`config.mk`:
```
export PLATFORM = sky130hd
export DESIGN_NAME = addsub_seq_flat
export DESIGN_NICKNAME = d
export VERILOG_FILES = /design/src/rtl/addsub_seq_if.sv /design/src/rtl/addsub_seq.sv /design/src/flat_wrapper.sv
export SDC_FILE = /design/constraint.sdc
export NUM_CORES = 1
export LEC_CHECK = 0
export CAP_MARGIN = 25
export CORE_MARGIN = 2
export CORE_UTILIZATION = 30
export CTS_BUF_LIST = sky130_fd_sc_hd__clkbuf_8 sky130_fd_sc_hd__clkbuf_16
export DETAILED_ROUTE_END_ITERATION = 10
export PLACE_DENSITY_LB_ADDON = 0.12
export SYNTH_ARGS = -nofsm -noshare
export SYNTH_HDL_FRONTEND = slang
export SYNTH_SLANG_ARGS = --single-unit
```
`constraint.sdc`:
```
create_clock -name clk -period 2.8 [get_ports clk]
set_input_delay 0.42 -clock clk [delete_from_list [all_inputs] [get_ports clk]]
set_output_delay 0.42 -clock clk [all_outputs]
set_load 0.005 [all_outputs]
```
`src/rtl/addsub_seq_if.sv`:
```
// addsub_seq_if: operand/result handshake bundle for addsub_seq.
//   master: drives in_valid, a, b, sub, out_ready; sees in_ready, out_valid, s and flags.
//   slave : the arithmetic unit (mirror of master).
// WIDTH must match the WIDTH of the attached addsub_seq.
interface addsub_seq_if #(
    parameter int WIDTH = 16
);
    logic             in_valid;
    logic             in_ready;
    logic [WIDTH-1:0] a;
    logic [WIDTH-1:0] b;
    logic             sub;
    logic             out_valid;
    logic             out_ready;
    logic [WIDTH-1:0] s;
    logic             overflow;
    logic             neg;
    logic             carry;
    logic             zero;

    modport master (
        output in_valid, a, b, sub, out_ready,
        input  in_ready, out_valid, s, overflow, neg, carry, zero
    );

    modport slave (
        input  in_valid, a, b, sub, out_ready,
        output in_ready, out_valid, s, overflow, neg, carry, zero
    );
endinterface

```
`src/rtl/addsub_seq.sv`:
```
// addsub_seq: multi-cycle two's-complement adder/subtractor.
// Operands are consumed CHUNK bits per clock through a registered ripple
// carry; one operation in flight at a time (IDLE -> RUN x NCH -> DONE).
//
// Parameters:
//   WIDTH  operand/result width, multiple of CHUNK, >= 2
//   CHUNK  bits added per cycle (CHUNK == WIDTH gives a single RUN cycle)
// Ports:
//   clk    rising-edge clock
//   rst_n  asynchronous active-low reset
//   bus    addsub_seq_if.slave:
//            in_valid/in_ready  operand handshake (in_ready only in IDLE)
//            a, b, sub          operands; sub=1 computes a-b
//            out_valid/out_ready result handshake (out_valid only in DONE)
//            s, overflow, neg, carry, zero  result and flags, held in DONE
// Configuration macro:
//   ADDSUB_SAT_EN  when defined, s saturates to the signed max/min on overflow;
//                  overflow and carry still report the raw result.
module addsub_seq #(
    parameter int WIDTH = 16,
    parameter int CHUNK = 4
) (
    input  logic         clk,
    input  logic         rst_n,
    addsub_seq_if.slave  bus
);
    localparam int NCH = WIDTH / CHUNK;
    localparam int KW  = (NCH > 1) ? $clog2(NCH) : 1;

    typedef enum logic [1:0] {
        IDLE = 2'd0,
        RUN  = 2'd1,
        DONE = 2'd2
    } state_e;

    state_e           state_q, state_d;
    logic [WIDTH-1:0] a_q, a_d;       // A operand, shifted down one chunk per RUN cycle
    logic [WIDTH-1:0] b_q, b_d;       // B or ~B, shifted the same way
    logic [WIDTH-1:0] r_q, r_d;       // partial result, filled from the top down
    logic             c_q, c_d;       // ripple carry between chunks
    logic [KW-1:0]    k_q, k_d;       // chunk index
    logic [WIDTH-1:0] s_q, s_d;
    logic             in_ready_q, in_ready_d;
    logic             out_valid_q, out_valid_d;
    logic             ovf_q, ovf_d;
    logic             neg_q, neg_d;
    logic             carry_q, carry_d;
    logic             zero_q, zero_d;

    // Chunk datapath: always works on the low CHUNK bits of the shifted
    // operand registers, so no variable part-select mux is needed.
    logic [CHUNK:0]   csum;
    logic             cmsb;           // carry into the result MSB (valid on last chunk)
    logic             ovf_raw;
    logic             last;
    logic [WIDTH-1:0] raw;            // result register contents after this chunk
    logic [WIDTH-1:0] res;            // value presented on s (after optional saturation)

    always_comb begin
        csum    = {1'b0, a_q[CHUNK-1:0]} + {1'b0, b_q[CHUNK-1:0]} + {{CHUNK{1'b0}}, c_q};
        // Sum bit = a ^ b ^ cin, so the carry into the top bit falls out of it.
        cmsb    = a_q[CHUNK-1] ^ b_q[CHUNK-1] ^ csum[CHUNK-1];
        ovf_raw = cmsb ^ csum[CHUNK];
        last    = (k_q == KW'(NCH - 1));
        raw     = (r_q >> CHUNK) | (WIDTH'(csum[CHUNK-1:0]) << (WIDTH - CHUNK));
`ifdef ADDSUB_SAT_EN
        // On the last chunk a_q[CHUNK-1] is still the original sign of A.
        if (ovf_raw) begin
            res = a_q[CHUNK-1] ? {1'b1, {(WIDTH-1){1'b0}}} : {1'b0, {(WIDTH-1){1'b1}}};
        end else begin
            res = raw;
        end
`else
        res = raw;
`endif
    end

    always_comb begin
        state_d     = state_q;
        a_d         = a_q;
        b_d         = b_q;
        r_d         = r_q;
        c_d         = c_q;
        k_d         = k_q;
        s_d         = s_q;
        in_ready_d  = in_ready_q;
        out_valid_d = out_valid_q;
        ovf_d       = ovf_q;
        neg_d       = neg_q;
        carry_d     = carry_q;
        zero_d      = zero_q;

        unique case (state_q)
            IDLE: begin
                if (bus.in_valid) begin
                    // Subtraction is A + ~B + 1: the +1 rides in as the initial
                    // carry, so -B is never formed (safe for B = most-negative).
                    a_d        = bus.a;
                    b_d        = bus.sub ? ~bus.b : bus.b;
                    c_d        = bus.sub;
                    k_d        = '0;
                    state_d    = RUN;
                    in_ready_d = 1'b0;
                end
            end
            RUN: begin
                r_d = raw;
                c_d = csum[CHUNK];
                a_d = a_q >> CHUNK;
                b_d = b_q >> CHUNK;
                if (last) begin
                    // Flags are latched together with s on DONE entry.
                    k_d         = '0;
                    state_d     = DONE;
                    out_valid_d = 1'b1;
                    s_d         = res;
                    ovf_d       = ovf_raw;
                    carry_d     = csum[CHUNK];
                    neg_d       = res[WIDTH-1];
                    zero_d      = (res == '0);
                end else begin
                    k_d = k_q + KW'(1);
                end
            end
            DONE: begin
                if (bus.out_ready) begin
                    state_d     = IDLE;
                    out_valid_d = 1'b0;
                    in_ready_d  = 1'b1;
                end
            end
            default: begin
                state_d     = IDLE;
                in_ready_d  = 1'b1;
                out_valid_d = 1'b0;
            end
        endcase
    end

    always_ff @(posedge clk or negedge rst_n) begin
        if (!rst_n) begin
            state_q     <= IDLE;
            a_q         <= '0;
            b_q         <= '0;
            r_q         <= '0;
            c_q         <= 1'b0;
            k_q         <= '0;
            s_q         <= '0;
            in_ready_q  <= 1'b1;
            out_valid_q <= 1'b0;
            ovf_q       <= 1'b0;
            neg_q       <= 1'b0;
            carry_q     <= 1'b0;
            zero_q      <= 1'b0;
        end else begin
            state_q     <= state_d;
            a_q         <= a_d;
            b_q         <= b_d;
            r_q         <= r_d;
            c_q         <= c_d;
            k_q         <= k_d;
            s_q         <= s_d;
            in_ready_q  <= in_ready_d;
            out_valid_q <= out_valid_d;
            ovf_q       <= ovf_d;
            neg_q       <= neg_d;
            carry_q     <= carry_d;
            zero_q      <= zero_d;
        end
    end

    assign bus.in_ready  = in_ready_q;
    assign bus.out_valid = out_valid_q;
    assign bus.s         = s_q;
    assign bus.overflow  = ovf_q;
    assign bus.neg       = neg_q;
    assign bus.carry     = carry_q;
    assign bus.zero      = zero_q;
endmodule

```
`src/flat_wrapper.sv`:
```
// flat-port wrapper written by rule: the top's interface ports become plain ports
module addsub_seq_flat 
#(
    parameter int WIDTH = 16,
    parameter int CHUNK = 4
)
  (clk, rst_n, bus_in_valid, bus_a, bus_b, bus_sub, bus_out_ready, bus_in_ready, bus_out_valid, bus_s, bus_overflow, bus_neg, bus_carry, bus_zero);
  addsub_seq_if #(.WIDTH(WIDTH)) bus_i ();
  input  logic clk;
  input  logic rst_n;
  input wire logic [$bits(bus_i.in_valid)-1:0] bus_in_valid;
  input wire logic [$bits(bus_i.a)-1:0] bus_a;
  input wire logic [$bits(bus_i.b)-1:0] bus_b;
  input wire logic [$bits(bus_i.sub)-1:0] bus_sub;
  input wire logic [$bits(bus_i.out_ready)-1:0] bus_out_ready;
  output wire logic [$bits(bus_i.in_ready)-1:0] bus_in_ready;
  output wire logic [$bits(bus_i.out_valid)-1:0] bus_out_valid;
  output wire logic [$bits(bus_i.s)-1:0] bus_s;
  output wire logic [$bits(bus_i.overflow)-1:0] bus_overflow;
  output wire logic [$bits(bus_i.neg)-1:0] bus_neg;
  output wire logic [$bits(bus_i.carry)-1:0] bus_carry;
  output wire logic [$bits(bus_i.zero)-1:0] bus_zero;
  assign bus_i.in_valid = bus_in_valid;
  assign bus_i.a = bus_a;
  assign bus_i.b = bus_b;
  assign bus_i.sub = bus_sub;
  assign bus_i.out_ready = bus_out_ready;
  assign bus_in_ready = bus_i.in_ready;
  assign bus_out_valid = bus_i.out_valid;
  assign bus_s = bus_i.s;
  assign bus_overflow = bus_i.overflow;
  assign bus_neg = bus_i.neg;
  assign bus_carry = bus_i.carry;
  assign bus_zero = bus_i.zero;
  addsub_seq #(.WIDTH(WIDTH), .CHUNK(CHUNK)) u_core (.clk(clk), .rst_n(rst_n), .bus(bus_i));
endmodule
```
Yosys cells after proc, flatten, opt, wreduce, memory -nomap -nowiden
Index checks and enable logic that the tools add are counted.
- register bits: 75
- input bits: 37
- output and inout port bits: 22
- add/sub/neg operators: 3
- equal/unequal tests: 6
- mux-type cells: 20
- bitwise operators: 7
- reductions and logical operators: 8
- operators by type and width (operator ; number):
    16-bit one-hot mux with 2 select lines ; 2
    16-bit two-way mux ; 3
    16-bit logical NOT ; 1
    16-bit inverter ; 1
    12-bit by 16-bit bitwise OR with 16-bit output ; 1
    2-bit two-way mux ; 5
    3-bit AND reduction ; 3
    1-bit one-hot mux with 3 select lines ; 2
    2-bit one-hot mux with 3 select lines ; 1
    4-bit by 4-bit adder with 5-bit output ; 1
    5-bit by 1-bit adder with 5-bit output ; 1
    1-bit two-way mux ; 5
    2-bit == test, second input constant ; 2
    2-bit != test, second input constant ; 2
    2-bit one-hot mux with 2 select lines ; 1
    2-bit AND reduction ; 2
    1-bit bitwise XOR ; 3
    2-bit by 1-bit adder with 2-bit output, second input constant ; 1
    2-bit by 1-bit == test with 1-bit output, second input constant ; 1
    2-bit logical NOT ; 1
    2-bit by 1-bit != test with 1-bit output, second input constant ; 1
    1-bit inverter ; 2
    1-bit one-hot mux with 2 select lines ; 1
    2-bit nonzero test ; 1

Logic depth before layout (Yosys ltp)
- depth after elaboration: 4
- mapped depth: 7

Worst setup path after synthesis
No wires, ideal clock.
- path type: register to register
- start: register u_core.c_q
- end: register u_core.ovf_q, in the netlist u_core.bus.overflow
- setup time: 0.127 ns
- data arrival time: 1.823 ns
- data required time: 2.673 ns
- path slack: 0.849 ns
- stages on the path, launching flop included: 7
- path buffers: 0
- period minus slack after synthesis: 1.951 ns
- cell sequence: dfrtp_1 fa_1 fa_1 a21o_1 a21oi_1 xnor2_1 o21ai_0
- longest elaborated chain between the ends: 3
- ends and longest elaborated chain (element ; line ; RTL):
    from (decl) ; addsub_seq.sv:40 ; logic c_q, c_d;
    from (signal assigned) ; addsub_seq.sv:146 ; c_q <= 1'b0;
    from (signal assigned) ; addsub_seq.sv:160 ; c_q <= c_d;
    5-bit by 1-bit adder with 5-bit output * ; addsub_seq.sv:60 ; csum = {1'b0, a_q[CHUNK-1:0]} + {1'b0, b_q[CHUNK-1:0]} + {{CHUNK{1'b0}}, c_q};
    1-bit bitwise XOR ; addsub_seq.sv:62 ; cmsb = a_q[CHUNK-1] ^ b_q[CHUNK-1] ^ csum[CHUNK-1];
    1-bit bitwise XOR * ; addsub_seq.sv:63 ; ovf_raw = cmsb ^ csum[CHUNK];
    to (signal assigned) ; addsub_seq.sv:165 ; ovf_q <= ovf_d;
    to (decl) ; addsub_seq.sv:45 ; logic ovf_q, ovf_d;
Mark *: on every way between the ends. The rest lies on a longest branch, timed or not.
A chain may end at the register's enable or synchronous reset.

Worst setup path after layout
Ends and elaborated chain as after synthesis.

==> impl_metrics.json <==
{
  "finalWorstSetupSlack_ns": 0.734,
  "leakage_nw": 1.86,
  "first_iter_violations": 117,
  "synth_seq_cells": 70,
  "antenna_found_initial": 0,
  "crit_chain": "fa_1 > fa_1 > a21o_1 > a21oi_1 > xnor2_1 > o21ai_0",
  "die_h_um": 110,
  "most-common-layout-cells": "dfrtp_1, clkdlybuf4s50_1, a21oi_1",
  "rows": 38,
  "vias": 2430,
  "cts_max_path_buffers": 2,
  "cts_root_buf": "clkbuf_16",
  "synth_cell_types": 34,
  "grt_first_pass_wirelength_um": 12700,
  "cts_buffers": 9,
  "clk_transition_reported_paths_ns": 0.06,
  "synth_top_area_share_pct": 51.0,
  "ys_seq_area_share_pct": 51.8,
  "ant_nets": 0,
  "io_pins": 59,
  "nFillCells": 1077,
  "grt_pass1_vias": 2430,
  "final_common_cell": "dfrtp_1",
  "final_max_slew_viol_count": 0,
  "syn-cell-area_sq_mm": 0.00338,
  "grt_max_degree": 34,
  "whs_ns": 0.141,
  "avgSynthCellArea_sq_um": 11.2,
  "path_common_cell": "fa_1",
  "core-area_sq_mm": 0.0109,
  "htree_levels": 3,
  "synth_nets": 344,
  "hold_buffers": 0,
  "fmaxAchievable_mhz": 484,
  "dp_hpwl_um": 5280,
  "rsz0062_at_grt": "false",
  "netlist_instances": 301,
  "critPathCaptureType": "flop",
  "start_util_pct": 30.9,
  "gp_congestion": 0.712,
  "max_cap_violations": 0,
  "timing.slew.headroom_pct": 46.7,
  "setup_violations": 0,
  "port_buffers": 58,
  "dieWidth_um": 110,
  "place_area_sq_mm": 0.00408,
  "hold_class": "in2async",
  "p_total_mw": 4.99,
  "max_stage_delay_ns": 0.47,
  "powerDensity_mw_per_mm2": 1140,
  "ctsResizeCount": 0,
  "drive_above_1_share_pct": 14.6,
  "worst_pin_slew_ns": 0.799,
  "post-route-util_pct": 40.2,
  "period_share_pct": 73.8,
  "syn_to_final_growth_pct": 29.8,
  "yosys_warnings": 0,
  "clk_latency_ns": 0.33,
  "yosysTopAreaCell": "dfrtp_1",
  "finalNonFillerCells": 503,
  "tns_ns": 0,
  "hold_viol": 0,
  "layout.nets": 401,
  "first_pass_iters": 4,
  "crit_buf_inv": 0,
  "viasPerCell": 4.83,
  "placedCellCount": 487,
  "cts.sinks": 70,
  "gr-usage-all-layers_pct": 13.7,
  "crit_type": "reg2reg",
  "preCtsSetupSlack_ns": 0.627,
  "fin_crit_ns": 2.07,
  "wl_um": 7700,
  "routedWlPerCell_um": 15.3,
  "crit_family": "adder cells",
  "fin_area_sq_mm": 0.00439,
  "die_area_sq_mm": 0.0121,
  "drc_errors": 0,
  "clock_skew_ns": 0.00885,
  "irDropWorstVdd_mv": 0.428,
  "synthTopCellsByArea": "dfrtp_1, nor2b_1, a21oi_1, mux2_2, mux2_4",
  "diodes": 0,
  "cp-start-kind": "flop",
  "cts_tree": "built",
  "outcome": "finished, final reports clean",
  "cts_setup_buffers": 0,
  "globalRouteOverflowTotal": 0,
  "required_ns": 3.01,
  "critPathSlowestCell": "fa_1",
  "critical_path_peak_fanout": 3,
  "crit_arrival_ns": 2.27
}
[final cells by class]
class                           count  area, sq um  area share, %
Timing Repair Buffer               68          651           14.8
Clock inverter                      6         70.1           1.60
Inverter                            4         15.0          0.342
Tap cell                          140          175           3.99
Multi-Input combinational cell    205         1490           33.9
Sequential cell                    70         1750           39.9
Clock buffer                       10          239           5.44
[synthesized netlist by cell type]
library cell	instances
xnor2_1	10
fa_1	2
inv_1	4
nand3_1	1
nand4_1	1
o22a_1	10
clkbuf_1	7
mux2i_1	1
a21boi_0	1
nor2b_1	30
a21oi_1	34
buf_1	1
nor2_1	11
a22oi_1	16
a22o_1	7
a21o_1	2
nand2_4	1
o31ai_1	1
o21ai_0	25
nor4_1	3
mux2_2	14
buf_2	9
buf_6	4
nand2_1	9
buf_4	1
xor2_1	9
o21ai_1	1
dfrtp_1	69
dfstp_2	1
nor2b_4	1
o22ai_1	1
nand2b_1	1
mux2_4	9
ha_1	4
[metal layers]
metal / vias up / track usage (%) / part of all wire, %
li1: 1178 / - / -
met1: 1175 / 19.0 / 48
met5: - / 0 / 0
met2: 64 / 20.1 / 44
met4: 0 / 4.91 / 2.2
met3: 13 / 4.47 / 5.2
[flip-flops by register name, indices dropped and copies added (netlist names)]
signal,flops
u_core.a_q,16
u_core.bus.s,15
u_core.r_q,12
u_core.bus.zero,1
u_core.k_q,2
u_core.bus.in_ready,1
u_core.bus.overflow,1
u_core.bus.out_valid,1
u_core.bus.neg,1
u_core.bus.carry,1
u_core.b_q,16
u_core.state_q,2
u_core.c_q,1
[path summary, 6_finish.rpt]
kind	start	to	slack [ns]	cells past startpoint
max	u_core.c_q$_DFFE_PN0P_	u_core.bus.overflow$_DFFE_PN0P_	0.73	6
min	rst_n	u_core.bus.s[4]$_DFFE_PN0P_	0.14	1
max reg2reg	u_core.c_q$_DFFE_PN0P_	u_core.bus.overflow$_DFFE_PN0P_	0.73	6
min reg2reg	u_core.bus.s[11]$_DFFE_PN0P_	u_core.bus.s[11]$_DFFE_PN0P_	0.48	2
max in group asynchronous	rst_n	u_core.bus.in_ready$_DFFE_PN1P_	1.86	2
min in group clk	u_core.bus.s[11]$_DFFE_PN0P_	u_core.bus.s[11]$_DFFE_PN0P_	0.48	2
[worst register-to-register path: stages (launching register included)]
cell and delay [ns]:
dfrtp_1 0.42, fa_1 0.47, fa_1 0.41, a21o_1 0.17, a21oi_1 0.25, xnor2_1 0.15
o21ai_0 0.08
[cells by family after synthesis]
group / share of synthesized area, %
compound gates: 17.9
flops: 51.8
simple gates: 9.57
buf+inv: 4.21
mux: 8.95
xor+xnor: 4.92
fa+ha+maj: 2.66
[where the power goes]
group	total, mW	switching, mW	internal [mW]
Sequential	1.87	0.388	1.49
Clock	1.17	0.448	0.718
Combinational	1.95	0.855	1.10
Power figures use the tool's default switching activity.
